<file path="src/rtl/fadd_cal_stage_if.sv">
// Bus between the align/cal pipeline register and the cal/nor pipeline register
// of the pipelined FP adder.
//  c_* : operation entering the calculation stage (driven by the upstream stage)
//  n_* : registered result presented to the normalisation stage
//  master : upstream/consumer side (drives c_*, observes n_*)
//  slave  : calculation stage itself (observes c_*, drives n_*)
interface fadd_cal_stage_if;
    localparam int unsigned FRAC_W  = 27;
    localparam int unsigned LFRAC_W = 24;
    localparam int unsigned MANT_W  = 23;
    localparam int unsigned EXP_W   = 8;
    localparam int unsigned CAL_W   = FRAC_W + 1;

    logic                c_valid;
    logic [FRAC_W-1:0]   c_small_frac;
    logic [LFRAC_W-1:0]  c_large_frac;
    logic [MANT_W-1:0]   c_inf_nan_frac;
    logic [EXP_W-1:0]    c_exp;
    logic [1:0]          c_rm;
    logic                c_is_nan;
    logic                c_is_inf;
    logic                c_sign;
    logic                c_op_sub;

    logic                n_valid;
    logic [CAL_W-1:0]    n_cal_frac;
    logic [MANT_W-1:0]   n_inf_nan_frac;
    logic [EXP_W-1:0]    n_exp;
    logic [1:0]          n_rm;
    logic                n_is_nan;
    logic                n_is_inf;
    logic                n_sign;
    logic                n_zero;

    modport master (
        output c_valid, c_small_frac, c_large_frac, c_inf_nan_frac, c_exp, c_rm,
               c_is_nan, c_is_inf, c_sign, c_op_sub,
        input  n_valid, n_cal_frac, n_inf_nan_frac, n_exp, n_rm,
               n_is_nan, n_is_inf, n_sign, n_zero
    );

    modport slave (
        input  c_valid, c_small_frac, c_large_frac, c_inf_nan_frac, c_exp, c_rm,
               c_is_nan, c_is_inf, c_sign, c_op_sub,
        output n_valid, n_cal_frac, n_inf_nan_frac, n_exp, n_rm,
               n_is_nan, n_is_inf, n_sign, n_zero
    );
endinterface

</file>
<file path="src/rtl/fadd_cal_stage.sv">
// Calculation stage of the pipelined FP adder: adds or subtracts the aligned
// fractions, resolves the sign of an exact-zero difference and registers the
// result into the cal/nor pipeline register (1-cycle latency).
//  clk   : rising-edge clock
//  clrn  : asynchronous active-low reset, clears every n_* output
//  e     : stage enable, 0 = stall (all registers hold, flush ignored)
//  flush : cancel the operation entering this cycle (clears n_valid only)
//  bus   : c_* operation in, n_* registered result out
module fadd_cal_stage (
    input  logic             clk,
    input  logic             clrn,
    input  logic             e,
    input  logic             flush,
    fadd_cal_stage_if.slave  bus
);
    localparam int unsigned FRAC_W = 27;
    localparam int unsigned CAL_W  = FRAC_W + 1;
    localparam int unsigned MANT_W = 23;
    localparam int unsigned EXP_W  = 8;

    logic [CAL_W-1:0]  large_c;
    logic [CAL_W-1:0]  small_c;
    logic [CAL_W-1:0]  cal_c;
    logic              zero_c;
    logic              sign_c;

    logic              valid_q;
    logic [CAL_W-1:0]  cal_q;
    logic [MANT_W-1:0] inf_nan_frac_q;
    logic [EXP_W-1:0]  exp_q;
    logic [1:0]        rm_q;
    logic              is_nan_q;
    logic              is_inf_q;
    logic              sign_q;
    logic              zero_q;

    // Align the larger fraction with the GRS bits of the smaller one; upstream
    // guarantees large >= small, so the difference never wraps.
    assign large_c = {1'b0, bus.c_large_frac, 3'b000};
    assign small_c = {1'b0, bus.c_small_frac};
    assign cal_c   = bus.c_op_sub ? (large_c - small_c) : (large_c + small_c);

    // An exact cancellation is +0 except when rounding toward -inf.
    assign zero_c  = (cal_c == '0) & ~bus.c_is_nan & ~bus.c_is_inf;
    assign sign_c  = (zero_c & bus.c_op_sub) ? (bus.c_rm == 2'b11) : bus.c_sign;

    // cal/nor pipeline register; data loads even on flush or idle slots.
    always_ff @(posedge clk or negedge clrn) begin
        if (!clrn) begin
            valid_q        <= 1'b0;
            cal_q          <= '0;
            inf_nan_frac_q <= '0;
            exp_q          <= '0;
            rm_q           <= '0;
            is_nan_q       <= 1'b0;
            is_inf_q       <= 1'b0;
            sign_q         <= 1'b0;
            zero_q         <= 1'b0;
        end else if (e) begin
            valid_q        <= bus.c_valid & ~flush;
            cal_q          <= cal_c;
            inf_nan_frac_q <= bus.c_inf_nan_frac;
            exp_q          <= bus.c_exp;
            rm_q           <= bus.c_rm;
            is_nan_q       <= bus.c_is_nan;
            is_inf_q       <= bus.c_is_inf;
            sign_q         <= sign_c;
            zero_q         <= zero_c;
        end
    end

    assign bus.n_valid        = valid_q;
    assign bus.n_cal_frac     = cal_q;
    assign bus.n_inf_nan_frac = inf_nan_frac_q;
    assign bus.n_exp          = exp_q;
    assign bus.n_rm           = rm_q;
    assign bus.n_is_nan       = is_nan_q;
    assign bus.n_is_inf       = is_inf_q;
    assign bus.n_sign         = sign_q;
    assign bus.n_zero         = zero_q;
endmodule

</file>
<file path="src/flat_wrapper.sv">
// flat-port wrapper written by rule: the top's interface ports become plain ports
module fadd_cal_stage_flat 
  (clk, clrn, e, flush, bus_c_valid, bus_c_small_frac, bus_c_large_frac, bus_c_inf_nan_frac, bus_c_exp, bus_c_rm, bus_c_is_nan, bus_c_is_inf, bus_c_sign, bus_c_op_sub, bus_n_valid, bus_n_cal_frac, bus_n_inf_nan_frac, bus_n_exp, bus_n_rm, bus_n_is_nan, bus_n_is_inf, bus_n_sign, bus_n_zero);
  fadd_cal_stage_if bus_i ();
  input  logic clk;
  input  logic clrn;
  input  logic e;
  input  logic flush;
  input wire logic [$bits(bus_i.c_valid)-1:0] bus_c_valid;
  input wire logic [$bits(bus_i.c_small_frac)-1:0] bus_c_small_frac;
  input wire logic [$bits(bus_i.c_large_frac)-1:0] bus_c_large_frac;
  input wire logic [$bits(bus_i.c_inf_nan_frac)-1:0] bus_c_inf_nan_frac;
  input wire logic [$bits(bus_i.c_exp)-1:0] bus_c_exp;
  input wire logic [$bits(bus_i.c_rm)-1:0] bus_c_rm;
  input wire logic [$bits(bus_i.c_is_nan)-1:0] bus_c_is_nan;
  input wire logic [$bits(bus_i.c_is_inf)-1:0] bus_c_is_inf;
  input wire logic [$bits(bus_i.c_sign)-1:0] bus_c_sign;
  input wire logic [$bits(bus_i.c_op_sub)-1:0] bus_c_op_sub;
  output wire logic [$bits(bus_i.n_valid)-1:0] bus_n_valid;
  output wire logic [$bits(bus_i.n_cal_frac)-1:0] bus_n_cal_frac;
  output wire logic [$bits(bus_i.n_inf_nan_frac)-1:0] bus_n_inf_nan_frac;
  output wire logic [$bits(bus_i.n_exp)-1:0] bus_n_exp;
  output wire logic [$bits(bus_i.n_rm)-1:0] bus_n_rm;
  output wire logic [$bits(bus_i.n_is_nan)-1:0] bus_n_is_nan;
  output wire logic [$bits(bus_i.n_is_inf)-1:0] bus_n_is_inf;
  output wire logic [$bits(bus_i.n_sign)-1:0] bus_n_sign;
  output wire logic [$bits(bus_i.n_zero)-1:0] bus_n_zero;
  assign bus_i.c_valid = bus_c_valid;
  assign bus_i.c_small_frac = bus_c_small_frac;
  assign bus_i.c_large_frac = bus_c_large_frac;
  assign bus_i.c_inf_nan_frac = bus_c_inf_nan_frac;
  assign bus_i.c_exp = bus_c_exp;
  assign bus_i.c_rm = bus_c_rm;
  assign bus_i.c_is_nan = bus_c_is_nan;
  assign bus_i.c_is_inf = bus_c_is_inf;
  assign bus_i.c_sign = bus_c_sign;
  assign bus_i.c_op_sub = bus_c_op_sub;
  assign bus_n_valid = bus_i.n_valid;
  assign bus_n_cal_frac = bus_i.n_cal_frac;
  assign bus_n_inf_nan_frac = bus_i.n_inf_nan_frac;
  assign bus_n_exp = bus_i.n_exp;
  assign bus_n_rm = bus_i.n_rm;
  assign bus_n_is_nan = bus_i.n_is_nan;
  assign bus_n_is_inf = bus_i.n_is_inf;
  assign bus_n_sign = bus_i.n_sign;
  assign bus_n_zero = bus_i.n_zero;
  fadd_cal_stage u_core (.clk(clk), .clrn(clrn), .e(e), .flush(flush), .bus(bus_i));
endmodule
</file>
<file path="config.mk">
export PLATFORM = sky130hd
export DESIGN_NAME = fadd_cal_stage_flat
export DESIGN_NICKNAME = d
export VERILOG_FILES = /design/src/rtl/fadd_cal_stage_if.sv /design/src/rtl/fadd_cal_stage.sv /design/src/flat_wrapper.sv
export SDC_FILE = /design/constraint.sdc
export NUM_CORES = 1
export LEC_CHECK = 0
export CAP_MARGIN = 20
export CORE_ASPECT_RATIO = 0.6
export CORE_MARGIN = 2
export CORE_UTILIZATION = 45
export CTS_CLUSTER_SIZE = 12
export DETAILED_ROUTE_END_ITERATION = 7
export PLACE_DENSITY = 0.79
export SYNTH_ARGS = -nofsm -noshare
export SYNTH_HDL_FRONTEND = slang
export SYNTH_SLANG_ARGS = --single-unit
</file>
<file path="constraint.sdc">
create_clock -name clk -period 1.25 [get_ports clk]
set_clock_uncertainty 0.1 [all_clocks]
set_input_delay 0.3125 -clock clk [delete_from_list [all_inputs] [get_ports clk]]
set_output_delay 0.3125 -clock clk [all_outputs]
set_load 0.03 [all_outputs]
</file>
==> impl_metrics.env, run 1 <==
export IMPL_status="did not finish"
export IMPL_stop_stage="global routing"
export IMPL_first_error="[ERROR GRT-0232] Routing congestion too high. Check the congestion heatmap in the GUI."
export IMPL_synth_top_cell_area_share_pct=29.56
export IMPL_grt_overflow_total=39
export IMPL_yosysSeqAreaShare_pct=29.56
export IMPL_grt_start_max_net_pins=67
export IMPL_die_x_um=147.8
export IMPL_die_h_um=90.31
export IMPL_yosysWarningCount=0
export IMPL_io_buffers=158
export IMPL_syn_inst=643
export IMPL_clockRootBuffer="clkbuf_16"
export IMPL_synth_cell_types=75
export IMPL_grt_usage_pct=70.99
export IMPL_avgSynthCellArea_um2=8.688
export IMPL_dpl_hpwl_um=17060
export IMPL_clock_path_buffers=2
export IMPL_yosysTopAreaCell="dfrtp_1"
export IMPL_cts_buffers=9
export IMPL_row_count=31
export IMPL_post_synth_instance_area_um2=5587
export IMPL_cts_sinks=66
export IMPL_synth_net_count=786
export IMPL_ys_ff_latch=66
export IMPL_place_gp_congestion=0.9880
export IMPL_synthFlopType="dfrtp_1"
export IMPL_endpoint_type="register input"
export IMPL_async_flop_share_pct=100.0
export IMPL_postGrtWorstEndpoint="u_core.bus.n_sign$_DFFE_PN0P_/D"
export IMPL_start_util_pct=46.16
export IMPL_synth_area_top_cells="dfrtp_1, ha_1, mux2_2, a21oi_1, inv_1"
export IMPL_pin_count=159
export IMPL_synth_edf_count=0
export IMPL_cts_htree_levels=3
repair_timing:
action	CTS
buffers inserted	86
pin swaps	102
gates resized for setup	376
cloned	0
setup endpoints to repair	95
endpoints found under the hold margin	66
hold buffers	1
cells in the mapped netlist, drive strengths merged, types with 7 or more instances:
| cell type | count |
|---|---|
| buf | 12 |
| a21o | 11 |
| o21ai | 30 |
| nand3 | 12 |
| a31oi | 10 |
| xnor2 | 15 |
| o31ai | 10 |
| dfrtp | 66 |
| clkbuf | 26 |
| nor3 | 16 |
| a211oi | 10 |
| nand2 | 32 |
| o21bai | 7 |
| mux2 | 46 |
| nor2 | 46 |
| a21oi | 61 |
| inv | 55 |
| nand4 | 14 |
| ha | 49 |
| nor2b | 9 |
metrics by stage:
| step | hold WS, ns | utilization [%] | setup WS [ns] | instances | area (um2) |
|---|---|---|---|---|---|
| 2_1_floorplan | -0.08309 | - | -1.903 | 643 | 5947 |
| 3_3_place_gp | 0.2434 | 73.72 | -2.721 | 1121 | 8921 |
| 3_5_place_dp | 0.2546 | 73.72 | -2.779 | 1121 | 8921 |
| 4_1_cts | 0.1401 | 90.30 | -1.915 | 1218 | 10930 |
per-layer routing:
layer | overflow | track usage [%]
met4 | 25 | 64.92
met3 | 0 | 55.10
met2 | 14 | 90.50
met1 | 0 | 71.34
met5 | 0 | 23.46
logic make-up after synthesis:
logic type,count (synthesis),synth area share [%]
fa+ha+maj,50,11.33
buf+inv,93,6.562
mux,49,9.810
compound gates,196,23.87
xor+xnor,18,2.957
flops,66,29.56
simple gates,171,15.90
==> inputs of run 2 (changes only) <==
Settings changed: CORE_ASPECT_RATIO 0.6 to default, CORE_UTILIZATION 45 to 30, CTS_CLUSTER_SIZE 12 to default, PLACE_DENSITY 0.79 to default, PLACE_DENSITY_LB_ADDON from default to 0.15.
==> impl_metrics.env, run 2 <==
export IMPL_drive_gt1_share_pct=61.25
export IMPL_yosysSeqAreaShare_pct=29.56
export IMPL_synth_xor_area_share_pct=2.956
export IMPL_drtPass1Iterations=4
export IMPL_vdd_ir_drop_max_mv=0.9897
export IMPL_post_synth_instance_area_um2=5587
export IMPL_core_um2=18150
export IMPL_pwr_share_comb_pct=54.0
export IMPL_clock_path_buffers=2
export IMPL_drt_total_wl_um=23710
export IMPL_yosysWarningCount=0
export IMPL_clockRootBuffer="clkbuf_16"
export IMPL_grt_usage_pct=23.05
export IMPL_synth_common_cells="dfrtp_1, a21oi_1, inv_1"
export IMPL_mostFrequentLayoutCell="buf_4"
export IMPL_drtIter0Drc=280
export IMPL_synth_top_cell_area_share_pct=29.56
export IMPL_finalHoldViolCount=0
export IMPL_slew_headroom_pct=57.14
export IMPL_p_switching_mw=4.195
export IMPL_wl_per_cell_um=18.17
export IMPL_worstPathCellList="buf_8, buf_6, ha_4, fa_2, nor2b_4, o21ai_4, a211oi_4, buf_4, o41ai_4, a21boi_1, o311ai_2, nand3_1, and3b_1, or3b_4, o211ai_2"
export IMPL_crit_family="compound AO/OA/AOI/OAI gates"
export IMPL_place_gp_congestion=0.9520
export IMPL_startpoint_type="primary input"
export IMPL_pwr_density_cell_nw_per_um2=1007
export IMPL_p_int_mw=7.670
export IMPL_end_kind="flip-flop"
export IMPL_async_flop_share_pct=100.0
export IMPL_ys_ff_latch=66
export IMPL_synth_cell_types=75
export IMPL_antenna_found_initial=0
export IMPL_finalMaxSlewViolations=0
export IMPL_insertion_delay_ns=0.33
export IMPL_drc=0
export IMPL_swShare_pct=35.36
export IMPL_synth_simple_gate_area_share_pct=15.90
export IMPL_fill_cells=1427
export IMPL_placed_cells=1199
export IMPL_grt_pass1_vias=7061
export IMPL_vias=6686
export IMPL_grt_pass1_wl_um=36570
export IMPL_total_power_mw=11.87
export IMPL_critical_path_max_stage_delay_ns=0.42
export IMPL_synth_compound_area_share_pct=23.87
export IMPL_failed_checks="negative setup slack"
export IMPL_cap_violations=0
export IMPL_setup_ws_ns=-1.997
export IMPL_via_per_inst=5.123
export IMPL_crit_buf_inv=3
export IMPL_pwr_share_seq_pct=23.5
export IMPL_grt_overflow_total=0
export IMPL_dpl_hpwl_um=17420
export IMPL_syn_to_final_growth_pct=110.9
export IMPL_crit_fanout=5
export IMPL_slowest_stage="o41ai_4"
export IMPL_die_area_um2=19730
export IMPL_crit_required_ns=1.40
export IMPL_die_x_um=140.5
export IMPL_p_leak_nw=5.150
export IMPL_rsz0062_at_grt="true"
export IMPL_cts_tree="built"
export IMPL_fmax_ghz=0.3080
export IMPL_cts_sinks=66
export IMPL_synth_area_top_cells="dfrtp_1, ha_1, mux2_2, a21oi_1, inv_1"
export IMPL_pin_count=159
export IMPL_cts_htree_levels=3
export IMPL_avgSynthCellArea_um2=8.688
export IMPL_postRouteAntennaNets=0
export IMPL_synth_top_family_by_area="compound AO/OA/AOI/OAI gates"
export IMPL_row_count=49
export IMPL_fin_util_pct=64.93
export IMPL_synthFlopType="dfrtp_1"
export IMPL_final_nets=1214
export IMPL_status="finished, violations left"
export IMPL_setup_viol=93
export IMPL_final_cell_mix="buf_4, buf_6, dfrtp_1"
export IMPL_yosysMostFrequentCell="dfrtp_1"
export IMPL_cts_buffers=9
export IMPL_min_period_ns=3.247
export IMPL_critical_path_arrival_ns=3.40
export IMPL_io_buffers=158
export IMPL_synth_edf_count=0
export IMPL_synth_fa_ha_area_share_pct=11.33
export IMPL_finalNonFillerCells=1305
export IMPL_tightestPinTransition_ns=0.6379
export IMPL_clockPowerShare_pct=22.6
export IMPL_synth_mux_area_share_pct=9.810
export IMPL_path_clk_slew_ns=0.06
export IMPL_yosysTopAreaCell="dfrtp_1"
export IMPL_grt_start_max_net_pins=67
export IMPL_min_path_type="in -> reg"
export IMPL_largest_reg_flops=28
export IMPL_critPathKind="in -> reg"
export IMPL_synth_net_count=786
export IMPL_start_util_pct=30.78
export IMPL_n_antenna_cell=0
export IMPL_die_h_um=140.5
export IMPL_fin_crit_sh_pct=259.8
export IMPL_syn_inst=643
[run 2: cell counts after synthesis]
Identical to the previous run, type by type.
[run 2: worst paths after layout]
path | to | from | slack, ns | cells past startpoint
hold reg to reg | u_core.bus.n_inf_nan_frac[20] | u_core.bus.n_inf_nan_frac[20] | 0.43 | 1
max in group asynchronous | u_core.bus.n_cal_frac[14] | clrn | 0.30 | 3
setup reg to reg | u_core.bus.n_cal_frac[20] | u_core.bus.n_cal_frac[20] | 0.12 | 3
hold / removal | u_core.bus.n_cal_frac[0] | bus_c_small_frac[0] | 0.22 | 3
setup / recovery | u_core.bus.n_sign | bus_c_large_frac[0] | -2.00 | 15
min in group asynchronous | u_core.bus.n_inf_nan_frac[1] | clrn | 0.42 | 3
[run 2: stage by stage]
stage | setup TNS [ns] | worst slack, ns | hold slack [ns] | cell area [um2]
floorplan | -25.67 | -1.903 | -0.08309 | 5947
global placement | -51.34 | -2.803 | 0.2549 | 9269
detailed placement | -52.79 | -2.810 | 0.2560 | 9269
CTS | -32.88 | -2.025 | 0.2032 | 11310
global route | -35.73 | -2.123 | 0.2108 | 11780
finish | -32.17 | -1.997 | 0.2156 | 11780
[run 2: worst min-delay path, delay by kind of cell]
family | cells | cell delay (ns)
buf+inv | 2 | 0.16
mux | 1 | 0.14
[run 2: cells by family after synthesis]
logic type | count (synthesis)
AO/OA/AOI/OAI | 196
AND/OR/NAND/NOR | 171
buffers and inverters | 93
flip-flops | 66
adder cells (fa/ha/maj) | 50
multiplexers | 49
XOR/XNOR | 18
[run 2: metal layers]
metal,global-route usage [%],part of all wire (%)
met1,27.96,41
met2,42.18,52
met3,3.111,3.9
met4,7.421,3.1
met5,0,0
[run 2: what timing repair did]
item                                    in CTS  in global routing
pin swaps                                  111                 76
endpoints found under the setup margin      95                 93
gates cloned                                 1                  0
buffers inserted                            80                 41
hold buffers                                 1                  0
endpoints found under the hold margin       66                  0
resized for setup                          370                107
[run 2: power by group through the flow]
stage / Clock (mW) / Combinational [mW] / Sequential [mW]
floorplan: 0 / 1.70 / 3.25
global placement: 0 / 4.93 / 2.78
detailed placement: 0 / 4.96 / 2.78
CTS: 2.72 / 6.09 / 2.78
global route: 2.83 / 6.76 / 2.81
finish: 2.68 / 6.40 / 2.78
[run 2: area by class of cell]
class                   instances  area [um2]  area share (%)
inverters                      55       236.5           2.007
multi-input cells             484        4966           42.15
repair buffers                455        4318           36.65
flip-flops and latches         66        1657           14.06
clock buffers                  10       229.0           1.943
clock inverters                 6       90.09          0.7646
well taps                     229       286.5           2.432
Power figures use the tool's default switching activity.
==> inputs of run 3 (changes only) <==
Settings changed: CTS_BUF_LIST from default to sky130_fd_sc_hd__clkbuf_8, REMOVE_ABC_BUFFERS from default to 1, SKIP_CTS_REPAIR_TIMING from default to 1.
==> impl_metrics.env, run 3 (synthesized netlist as in run 2, its figures left out) <==
export IMPL_placed_cells=1196
export IMPL_antenna_found_initial=0
export IMPL_dp_slack_ns=-3.070
export IMPL_vdd_ir_drop_max_mv=0.5907
export IMPL_rsz0062_at_grt="true"
export IMPL_grt_pass1_wl_um=31860
export IMPL_startpoint_type="primary input"
export IMPL_die_area_um2=19730
export IMPL_postRouteAntennaNets=0
export IMPL_cts_buffers=9
export IMPL_drc=0
export IMPL_wl_per_cell_um=17.78
export IMPL_clockRootBuffer="clkbuf_8"
export IMPL_grt_usage_pct=19.84
export IMPL_critical_path_arrival_ns=3.34
export IMPL_failed_checks="negative setup slack"
export IMPL_row_count=49
export IMPL_fin_util_pct=61.53
export IMPL_final_cell_mix="buf_4, buf_6, dfrtp_1"
export IMPL_min_path_type="in -> reg"
export IMPL_cts_sinks=66
export IMPL_grt_pass1_vias=6182
export IMPL_pin_count=159
export IMPL_setup_ws_ns=-1.942
export IMPL_finalNonFillerCells=1271
export IMPL_min_period_ns=3.192
export IMPL_syn_to_final_growth_pct=99.87
export IMPL_mostFrequentLayoutCell="buf_4"
export IMPL_critPathKind="in -> reg"
export IMPL_slowest_stage="or3b_4"
export IMPL_critical_path_max_stage_delay_ns=0.43
export IMPL_crit_path_frequent_cell="buf_4"
export IMPL_place_area_um2=8801
export IMPL_die_x_um=140.5
export IMPL_end_kind="flip-flop"
export IMPL_final_nets=1180
export IMPL_crit_fanout=4
export IMPL_pwr_density_cell_nw_per_um2=931.1
export IMPL_io_buffers=158
export IMPL_fmax_ghz=0.3133
export IMPL_path_clk_slew_ns=0.07
export IMPL_drtPass1Iterations=4
export IMPL_drt_total_wl_um=22600
export IMPL_cts_htree_levels=3
export IMPL_place_gp_congestion=0.9138
export IMPL_crit_family="simple AND/OR/NAND/NOR gates"
export IMPL_total_power_mw=10.40
export IMPL_drtIter0Drc=309
export IMPL_setup_tns_ns=-30.86
export IMPL_finalHoldViolCount=0
export IMPL_crit_buf_inv=4
export IMPL_start_util_pct=30.78
export IMPL_fin_hold_ws_ns=0.1385
export IMPL_crit_required_ns=1.40
export IMPL_grt_start_max_net_pins=67
export IMPL_drive_gt1_share_pct=58.64
export IMPL_cts_tree="built"
export IMPL_status="finished, violations left"
export IMPL_insertion_delay_ns=0.33
export IMPL_design_area_um2=11170
export IMPL_core_um2=18150
export IMPL_p_leak_nw=5.008
export IMPL_setup_viol=93
export IMPL_n_antenna_cell=0
export IMPL_slew_headroom_pct=68.33
export IMPL_finalMaxSlewViolations=0
export IMPL_die_h_um=140.5
export IMPL_tightestPinTransition_ns=0.4733
export IMPL_worstPathCellList="buf_8, buf_4, ha_1, nor2b_1, o31ai_2, buf_4, nand3_4, a21o_1, a2111oi_4, buf_4, nand3b_1, nor4bb_2, nand4_1, or3b_4, o211ai_2"
export IMPL_fin_crit_sh_pct=255.3
export IMPL_clock_path_buffers=2
export IMPL_dpl_hpwl_um=16410
export IMPL_via_per_inst=5.109
export IMPL_largest_reg_flops=28
export IMPL_grt_overflow_total=0
export IMPL_cap_violations=0
export IMPL_vias=6494
==> run 3: cell count changes in the layout (fill, tap and decap cells not counted), moves of 7 or more <==
cell            previous run  this run
clkbuf_8                   0        12
buf_12                    31        16
buf_4                    246       229
dlymetal6s2s_1             0        19
dlygate4sd2_1             13         0
buf_2                     13         2
clkbuf_16                  9         2
clkbuf_2                   1        11
==> run 3: where the power goes <==
part | total [mW] | leakage, nW | switching [mW] | internal [mW]
combinational | 6.04 | 4.14 | 2.85 | 3.19
clock | 1.64 | 0.105 | 0.774 | 0.862
sequential | 2.72 | 0.768 | 0.273 | 2.45
total | 10.4 | 5.01 | 3.90 | 6.50
==> run 3: per-layer routing <==
layer / track usage (%) / vias up / wire length (um)
li1: - / 3139 / -
met1: 25.46 / 3168 / 9547
met2: 35.24 / 158 / 11770
met3: 3.453 / 29 / 1022
met4: 3.842 / 0 / 259
met5: 0 / - / 0
==> run 3: path summary, 6_finish.rpt <==
path,cells past startpoint,from,endpoint,slack [ns]
max in group asynchronous,3,clrn,u_core.bus.n_cal_frac[14],0.32
max,15,bus_c_small_frac[4],u_core.bus.n_sign,-1.94
min reg2reg,2,u_core.bus.n_cal_frac[25],u_core.bus.n_cal_frac[25],0.43
min in group asynchronous,3,clrn,u_core.bus.n_inf_nan_frac[20],0.43
max reg2reg,2,u_core.bus.n_cal_frac[18],u_core.bus.n_cal_frac[18],0.21
min,2,bus_c_small_frac[0],u_core.bus.n_cal_frac[0],0.14
==> run 3: cell type report <==
type                            instances  area [um2]
Clock buffer                           12       165.2
Clock inverter                          4       17.52
Fill cell                            1502        6982
Inverter                               55       221.5
Multi-Input combinational cell        484        4863
Sequential cell                        66        1653
Tap cell                              229       286.5
Timing Repair Buffer                  421        3959
==> run 3: worst register-to-register path: stages, from the launching register on <==
cell	delay (ns)
dfrtp_1	0.43
buf_4	0.15
mux2_4	0.26
==> inputs of run 4 (changes only) <==
Settings changed: CAP_MARGIN 20 to default.
==> results of run 4 <==
The final DEF is identical to that of run 3; final timing and power are the same.
